===== src/rtl/shift_lpc_if.sv =====
// shift_lpc_if: bundles the PC-to-byte-address conversion signals.
//   pc           word-index program counter (driven by master)
//   pc_valid     qualifies pc for the registered path (driven by master)
//   realPC       combinational byte address (driven by slave)
//   realPC_q     registered byte address (driven by slave)
//   realPC_vld   realPC_q holds a fresh result this cycle (driven by slave)
//   out_of_range registered flag, realPC_q beyond the legal limit (driven by slave)
interface shift_lpc_if #(
    parameter int unsigned PC_W  = 12,
    parameter int unsigned OUT_W = 16
);
    logic [PC_W-1:0]  pc;
    logic             pc_valid;
    logic [OUT_W-1:0] realPC;
    logic [OUT_W-1:0] realPC_q;
    logic             realPC_vld;
    logic             out_of_range;

    modport master (
        output pc, pc_valid,
        input  realPC, realPC_q, realPC_vld, out_of_range
    );

    modport slave (
        input  pc, pc_valid,
        output realPC, realPC_q, realPC_vld, out_of_range
    );
endinterface


===== src/rtl/shift_lpc.sv =====
// shift_lpc: converts a word-index PC into a byte address by a left shift.
//   clk          sole clock, rising edge
//   rst_n        asynchronous active-low reset
//   bus          shift_lpc_if slave modport:
//                  pc/pc_valid in; realPC (combinational), realPC_q,
//                  realPC_vld, out_of_range (registered) out
module shift_lpc #(
    parameter int unsigned      PC_W       = 12,
    parameter int unsigned      OUT_W      = 16,
    parameter int unsigned      SHIFT      = 2,
    parameter logic [OUT_W-1:0] ADDR_LIMIT = 16'h3FFC
) (
    input  logic        clk,
    input  logic        rst_n,
    shift_lpc_if.slave  bus
);

    if (PC_W + SHIFT > OUT_W) begin : gBadParams
        $fatal(1, "shift_lpc: PC_W + SHIFT must not exceed OUT_W");
    end

    logic [OUT_W-1:0] byteAddr;

    // Zero-extend first so the shift never loses bits inside OUT_W.
    assign byteAddr   = OUT_W'(bus.pc) << SHIFT;
    assign bus.realPC = byteAddr;

    always_ff @(posedge clk or negedge rst_n) begin
        if (!rst_n) begin
            bus.realPC_q     <= '0;
            bus.realPC_vld   <= 1'b0;
            bus.out_of_range <= 1'b0;
        end else if (bus.pc_valid) begin
            bus.realPC_q     <= byteAddr;
            bus.realPC_vld   <= 1'b1;
            bus.out_of_range <= (byteAddr > ADDR_LIMIT);
        end else begin
            bus.realPC_vld   <= 1'b0;
        end
    end

endmodule


===== src/flat_wrapper.sv =====
// flat-port wrapper written by rule: the top's interface ports become plain ports
module shift_lpc_flat 
#(
    parameter int unsigned      PC_W       = 12,
    parameter int unsigned      OUT_W      = 16,
    parameter int unsigned      SHIFT      = 2,
    parameter logic [OUT_W-1:0] ADDR_LIMIT = 16'h3FFC
)
  (clk, rst_n, bus_pc, bus_pc_valid, bus_realPC, bus_realPC_q, bus_realPC_vld, bus_out_of_range);
  shift_lpc_if #(.PC_W(PC_W), .OUT_W(OUT_W)) bus_i ();
  input  logic clk;
  input  logic rst_n;
  input wire logic [$bits(bus_i.pc)-1:0] bus_pc;
  input wire logic [$bits(bus_i.pc_valid)-1:0] bus_pc_valid;
  output wire logic [$bits(bus_i.realPC)-1:0] bus_realPC;
  output wire logic [$bits(bus_i.realPC_q)-1:0] bus_realPC_q;
  output wire logic [$bits(bus_i.realPC_vld)-1:0] bus_realPC_vld;
  output wire logic [$bits(bus_i.out_of_range)-1:0] bus_out_of_range;
  assign bus_i.pc = bus_pc;
  assign bus_i.pc_valid = bus_pc_valid;
  assign bus_realPC = bus_i.realPC;
  assign bus_realPC_q = bus_i.realPC_q;
  assign bus_realPC_vld = bus_i.realPC_vld;
  assign bus_out_of_range = bus_i.out_of_range;
  shift_lpc #(.PC_W(PC_W), .OUT_W(OUT_W), .SHIFT(SHIFT), .ADDR_LIMIT(ADDR_LIMIT)) u_core (.clk(clk), .rst_n(rst_n), .bus(bus_i));
endmodule

===== config.mk =====
export PLATFORM = sky130hd
export DESIGN_NAME = shift_lpc_flat
export DESIGN_NICKNAME = d
export VERILOG_FILES = /design/src/rtl/shift_lpc_if.sv /design/src/rtl/shift_lpc.sv /design/src/flat_wrapper.sv
export SDC_FILE = /design/constraint.sdc
export NUM_CORES = 1
export LEC_CHECK = 0
export BUFFER_PORTS_ARGS = -buffer_cell sky130_fd_sc_hd__buf_2
export CAP_MARGIN = 30
export CORE_AREA = 2 2 46 48
export CTS_CLUSTER_DIAMETER = 200
export DETAILED_ROUTE_END_ITERATION = 7
export DIE_AREA = 0 0 48 50
export GPL_ROUTABILITY_DRIVEN = 0
export PLACE_DENSITY = 0.73
export SYNTH_ARGS = -nofsm -noshare
export SYNTH_HDL_FRONTEND = slang
export SYNTH_SLANG_ARGS = --single-unit

===== constraint.sdc =====
create_clock -name clk -period 0.95 [get_ports clk]
set_input_delay 0.095 -clock clk [delete_from_list [all_inputs] [get_ports clk]]
set_output_delay 0.095 -clock clk [all_outputs]
set_load 0.1 [all_outputs]

======== Yosys cells after proc, flatten, opt, wreduce, memory -nomap -nowiden ========
Cells that the tools add are included.
storage, ports and cells
  register bits after elaboration ......... 14
  latch bits .............................. 0
  bits in writable memories ............... 0
  memory bits (read-only) ................. 0
  input bits .............................. 15
  output and inout bits ................... 34
  memories kept ........................... 0
cells by class
  $add $sub $neg .......................... 0
  $mul .................................... 0
  div/mod/pow operators ................... 0
  magnitude comparators ................... 1
  eq/ne operators ......................... 0
  shift-type cells ........................ 0
  multiplexer cells ....................... 1
  bitwise operators ....................... 0
  reduce and logical (&&, ||, !) cells .... 0
operator list
  cell                  count
  $gt 14x14->1 const B  1
  $mux 1                1

======== Depth between registers and ports, before layout ========
Gate-level depths: netlist of the first run.
  word-level depth ........................ 1
  mapped depth ............................ 2

======== Least setup slack after synthesis of the first run ========
OpenSTA, ideal clock, no wires.
  kind .................................... reg-to-reg
  start ................................... register, netlist name u_core.bus.realPC_q[10]
  end ..................................... register u_core.bus.realPC_q[10]
  library setup time ...................... 0.126 ns
  arrival time ............................ 1.132 ns
  setup slack ............................. -0.308 ns
  stages on the path, launching flop included .. 2
  buffers on the path ..................... 0
  clock period less this slack ............ 1.258 ns
  cell sequence ........................... dfrtp_1 mux2_4
RTL lines
  element                 line                source
  end signal: assignment  shift_lpc.sv:34     bus.realPC_q <= byteAddr;
  end: declaration        shift_lpc_if.sv:26  output realPC, realPC_q, realPC_vld, out_of_range

======== Worst setup path after layout of the first run ========
  start ................................... register u_core.bus.realPC_q[9]
  end ..................................... output port bus_realPC_q[9]
RTL lines
  element           line                source
  end: declaration  flat_wrapper.sv:16  output wire logic [$bits(bus_i.realPC_q)-1:0] bus_realPC_q;
No word-level cell between the ends.

==> results of run 1 <==
==> per-stage QoR <==
stage	cells	utilization (%)	setup TNS (ps)	setup slack, ps	cell area (µm²)
floorplan	56	-	-909	-76.8	769
finish	108	68.3	-1240	-102	1300
CTS	108	68.3	-1420	-118	1300
detailed placement	103	65.9	0	73.8	1250
global route	108	68.3	-1770	-142	1300
global placement	103	65.9	0	90.4	1250
==> cell usage in the layout, fill, tap and decap left out, drive strengths merged <==
cell type    count
clkbuf           4
and2b            1
dlygate4sd3      1
dfrtp           14
mux2            12
buf             41
conb             8
==> layer usage <==
metal	wire length, µm	up-vias
met5	0	-
met4	0	0
met3	54	0
met2	925	17
met1	486	213
li1	-	194
==> where the power goes <==
group	switching, mW	internal, mW
Sequential	0.0597	0.683
Clock	0.199	0.233
Combinational	0.841	0.407
Total	1.10	1.32
==> registers in the layout, summed over array words and instances (netlist names) <==
name / count
u_core.bus.realPC_vld: 1
u_core.bus.out_of_range: 1
u_core.bus.realPC_q: 12
==> path summary, 6_finish.rpt <==
kind | start | endpoint | slack, ps | cells past startpoint
max | u_core.bus.realPC_q[9]$_DFFE_PN0P_ | bus_realPC_q[9] | -100 | 1
min | bus_pc[2] | u_core.bus.realPC_q[4]$_DFFE_PN0P_ | 90 | 2
max reg2reg | u_core.bus.realPC_q[3]$_DFFE_PN0P_ | u_core.bus.realPC_q[3]$_DFFE_PN0P_ | 60 | 1
min reg2reg | u_core.bus.out_of_range$_DFFE_PN0P_ | u_core.bus.out_of_range$_DFFE_PN0P_ | 600 | 1
max in group asynchronous | rst_n | u_core.bus.realPC_q[10]$_DFFE_PN0P_ | 450 | 2
min in group asynchronous | rst_n | u_core.bus.realPC_q[8]$_DFFE_PN0P_ | 230 | 2
==> cell families (layout without fill, tap and decap cells) <==
family / count (synthesis) / after routing / share of synthesized area [%]
simple gates: 1 / 1 / 1.26
mux: 12 / 12 / 24.4
buf+inv: 21 / 46 / 23.3
flops: 14 / 14 / 50.5
other cells: 1 / 8 / 0.541
==> what timing repair did <==
action | CTS | global route
hold buffers | 1 | 0
pin swaps | 0 | 0
endpoints found under the setup margin | 14 | 14
hold endpoints to repair | 14 | 0
==> layout make-up <==
| cell class | instances | area [µm²] |
|---|---|---|
| multi-input cells | 21 | 208 |
| well taps | 27 | 33.8 |
| flip-flops and latches | 14 | 400 |
| repair buffers | 42 | 621 |
| fillers | 135 | 603 |
| clock buffers | 4 | 36.3 |
==> flow_summary_export.csv, run 1 <==
group,metric,value,unit
floorplanning,die_area,2400,µm²
logic_synthesis,synthFlopType,"dfrtp_1",
logic_synthesis,syn_avg_cell_area,14.1,µm²
cts,clock_latency,270,ps
logic_synthesis,yosys-top-cells-count,"buf_4, dfrtp_1, mux2_4",
detailed_routing,remaining_drc_errors,0,
grt,grt_pass1_wl,2.35,mm
setup_path,crit_fanout,2,
cts,clockBufferDepth,2,
grt,grt_busiest_layer,"met2",
setup_path,arrival,960,ps
detailed_routing,vias,424,
cells_and_area,diodes,0,
logic_synthesis,synth_seq_cells,14,
cells_and_area,drive_above_1_share,88.9,%
placed_design,dp_hpwl,1.22,mm
grt,met1_usage,16.0,%
logic_synthesis,synth_cell_types,7,
sta,hold_viol_final,0,
cts,cts_root_buffer,"clkbuf_4",
sta,rsz0062_at_grt,"true",
logic_synthesis,netlist_instances,49,
setup_path,cp.required,850,ps
power_and_ir_drop,p_leak,0.602,nW
floorplanning,io_pins,49,
setup_path,crit_path_top_delay_cell,"dfrtp_4",
cts,post_cts_buffers,0,
cts,cts-buffers-inserted,3,
logic_synthesis,async_reset_ff_share,100,%
detailed_routing,drt-pass1-iter-count,1,
detailed_routing,drtIter0Drc,0,
sta,period_share,111,%
cts,clk_pin_slew_worst_paths,90,ps
setup_path,critical_path_buf_inv_count,1,
placed_design,io_buffers,40,
logic_synthesis,synthTopCellsByArea,"dfrtp_1, buf_4, mux2_4",
grt,met3_usage,1.47,%
cells_and_area,area_growth,87.4,%
setup_path,max_stage_delay,500,ps
setup_path,end_kind,"output pin",
cts,cts_tree,"built",
grt,antenna_found_initial,0,
sta,skew,0,ps
power_and_ir_drop,power.total,2.42,mW
cts,cts_resized,0,
floorplanning,start_util,36.4,%
sta,worst_hold_slack,91.0,ps
logic_synthesis,synth_area,693,µm²
sta,finalSetupViolCount,14,
logic_synthesis,synth_edf_count,0,
logic_synthesis,synth_top_area_share,50.5,%
grt,use_met2,24.7,%
setup_path,cp-start-kind,"flop",
setup_path,crit_type,"flop to output pin",
detailed_routing,postRouteAntennaNets,0,
run_status,status,"finished, violations left",
sta,max_freq,950,MHz
worst_hold_path,hold_path_class,"input pin to flop",
logic_synthesis,ys_warn_count,0,
detailed_routing,wl_per_cell,13.6,µm
floorplanning,core_area,1900,µm²
floorplanning,die_w,48,µm
setup_path,crit_chain,"buf_12",
run_status,violations,"setup timing",
grt,grt_usage,14.3,%
grt,grt_max_degree,15,
cts,numClockSinks,14,
sta,min_period,1050,ps
grt,grt_pass1_vias,477,
cts,htreeDepth,1,
sta,drv_slew,0,
detailed_routing,drt-total-wl,1.47,mm
logic_synthesis,yosysMostFrequentCell,"buf_4",
floorplanning,dieHeight,50,µm
run,maxCapViolCount,0,
floorplanning,rows,16,
logic_synthesis,yosys.area.top_type,"dfrtp_1",
logic_synthesis,ys_seq_area_share,50.5,%
detailed_routing,vias_per_cell,3.93,
power_and_ir_drop,vdd_drop_max,895,µV
sta,setup_slack,-102,ps
grt,grt_overflow_total,0,
setup_path,crit_family,"flip-flops",
cells_and_area,final_nets,97,
power_and_ir_drop,power_density,1870,nW/µm²
Power figures use the tool's default switching activity.
==> inputs of run 2 (changes only) <==
==> config.mk (replaced) <==
export PLATFORM = sky130hd
export DESIGN_NAME = shift_lpc_flat
export DESIGN_NICKNAME = d
export VERILOG_FILES = /design/src/rtl/shift_lpc_if.sv /design/src/rtl/shift_lpc.sv /design/src/flat_wrapper.sv
export SDC_FILE = /design/constraint.sdc
export NUM_CORES = 1
export LEC_CHECK = 0
export CAP_MARGIN = 30
export CORE_AREA = 2 2 41 43
export CTS_CLUSTER_DIAMETER = 200
export DETAILED_ROUTE_END_ITERATION = 7
export DIE_AREA = 0 0 43 45
export DONT_BUFFER_PORTS = 1
export GPL_ROUTABILITY_DRIVEN = 0
export PLACE_DENSITY = 0.62
export SYNTH_ARGS = -nofsm -noshare
export SYNTH_HDL_FRONTEND = slang
export SYNTH_SLANG_ARGS = --single-unit
==> flow_summary_export.csv, run 2 (synthesis results as in run 1) <==
group,metric,value,unit
power_and_ir_drop,seqPwrFrac,37.3,%
cts,clk_pin_slew_worst_paths,90,ps
setup_path,arrival,950,ps
setup_path,cp-start-kind,"flop",
detailed_routing,remaining_drc_errors,0,
cells_and_area,area_growth,56.3,%
power_and_ir_drop,power_density,1840,nW/µm²
sta,drv_slew,0,
placed_design,place_area,746,µm²
setup_path,crit_chain,"buf_12",
detailed_routing,drt-pass1-iter-count,2,
run,maxCapViolCount,0,
power_and_ir_drop,vdd_drop_max,1200,µV
sta,worst_hold_slack,-159,ps
sta,finalSetupViolCount,16,
power_and_ir_drop,p_leak,0.480,nW
grt,grt_pass1_vias,445,
sta,min_period,1040,ps
setup_path,cp.required,850,ps
detailed_routing,wl_per_cell,15.0,µm
detailed_routing,drtIter0Drc,6,
cells_and_area,final_util,73.6,%
setup_path,end_kind,"output pin",
floorplanning,start_util,47.1,%
cells_and_area,top_register,"u_core.bus.realPC_q",
sta,setup_slack,-91.1,ps
cells_and_area,final_nets,84,
sta,period_share,110,%
cells_and_area,diodes,0,
cells_and_area,layout_commonest_cell,"buf_12",
power_and_ir_drop,clkPwrFrac,16.4,%
cts,cts_tree,"built",
cells_and_area,fin_area,1080,µm²
setup_path,r2r_slack,-40,ps
cts,htreeDepth,1,
grt,grt_max_degree,15,
cells_and_area,largest_reg_flops,12,
sta,worstMarginPinSlew,641,ps
power_and_ir_drop,p_comb_share,46.3,%
grt,antenna_found_initial,0,
cts,cts-buffers-inserted,3,
cts,holdBufCountCts,13,
cts,clock_latency,260,ps
setup_path,crit_type,"flop to output pin",
placed_design,dp_hpwl,749,µm
setup_path,crit_path_top_delay_cell,"dfrtp_4",
run_status,status,"finished, violations left",
cells_and_area,top_regs,"u_core.bus.realPC_q x12, u_core.bus.out_of_range x1, u_core.bus.realPC_vld x1",
power_and_ir_drop,netSwitchingFraction,42.1,%
floorplanning,rows,14,
grt,grt_overflow_total,0,
placed_design,io_buffers,0,
sta,rsz0062_at_grt,"true",
detailed_routing,vias_per_cell,4.51,
cts,clockBufferDepth,2,
sta,skew,0,ps
sta,max_freq,961,MHz
floorplanning,die_w,43,µm
placed_design,pre_cts_ws,105,ps
setup_path,max_stage_delay,500,ps
detailed_routing,postRouteAntennaNets,0,
cts,cts_root_buffer,"clkbuf_4",
cells_and_area,drive_above_1_share,68.7,%
grt,grt_pass1_wl,2.17,mm
cells_and_area,layout_common_cells,"buf_12, dlygate4sd3_1, dfrtp_4, mux2_4, conb_1",
setup_path,crit_fanout,2,
power_and_ir_drop,p_sw,0.840,mW
floorplanning,core_area,1470,µm²
detailed_routing,drt-total-wl,1.24,mm
grt,grt_usage,15.7,%
worst_hold_path,hold_path_class,"input pin to flop",
floorplanning,dieHeight,45,µm
cts,numClockSinks,14,
setup_path,crit_family,"flip-flops",
run_status,violations,"hold timing, setup timing",
floorplanning,io_pins,49,
detailed_routing,vias,374,
sta,hold_viol_final,11,
cells_and_area,fillers,103,
sta,slew_headroom,57.1,%
power_and_ir_drop,p_int,1.15,mW
setup_path,critical_path_buf_inv_count,1,
floorplanning,die_area,1940,µm²
[run 2: layout make-up]
cell class	instances	area, µm²	share of cell area (%)
Timing Repair Buffer	29	433	40.0
Clock buffer	3	22.5	2.08
Sequential cell	14	400	37.0
Tap cell	16	20.0	1.85
Multi-Input combinational cell	21	208	19.2
[run 2: stage by stage]
stage,std cells,setup TNS [ps],power [mW]
floorplan,56,-909,1.61
global placement,65,0,1.44
detailed placement,65,0,1.44
CTS,82,-1160,1.99
global route,83,-1630,2.06
finish,83,-1150,1.99
[run 2: what timing repair did]
item                                    4_1_cts  5_1_grt
gates resized for setup                      40        1
endpoints found under the hold margin        27       13
cloned                                        0        0
setup buffers                                 1        1
endpoints found under the setup margin       14       15
[run 2: power groups by stage]
| stage | combinational, mW | sequential, mW | clock [mW] |
|---|---|---|---|
| after floorplan | 0.489 | 1.13 | 0 |
| after global placement | 0.718 | 0.721 | 0 |
| after detailed placement | 0.719 | 0.724 | 0 |
| after CTS | 0.916 | 0.742 | 0.331 |
| after global routing | 0.945 | 0.753 | 0.365 |
| final | 0.923 | 0.743 | 0.327 |
[run 2: final timing paths]
| kind | cells after the start | startpoint | endpoint |
|---|---|---|---|
| min reg2reg | 1 | u_core.bus.out_of_range$_DFFE_PN0P_ | u_core.bus.out_of_range$_DFFE_PN0P_ |
| min in group asynchronous | 1 | rst_n | u_core.bus.realPC_q[5]$_DFFE_PN0P_ |
| max reg2reg | 2 | u_core.bus.realPC_q[8]$_DFFE_PN0P_ | u_core.bus.realPC_q[8]$_DFFE_PN0P_ |
| min | 0 | bus_pc_valid | u_core.bus.realPC_vld$_DFF_PN0_ |
| max | 1 | u_core.bus.realPC_q[13]$_DFFE_PN0P_ | bus_realPC_q[13] |
| max in group asynchronous | 1 | rst_n | u_core.bus.out_of_range$_DFFE_PN0P_ |
[run 2: metal layers]
metal / vias to the layer above / global-route usage [%] / share of wire [%]
met5: - / 0 / 0
met2: 24 / 27.9 / 53
met4: 0 / 6.06 / 0.80
li1: 166 / - / -
met3: 2 / 4.00 / 7.7
met1: 182 / 18.3 / 39
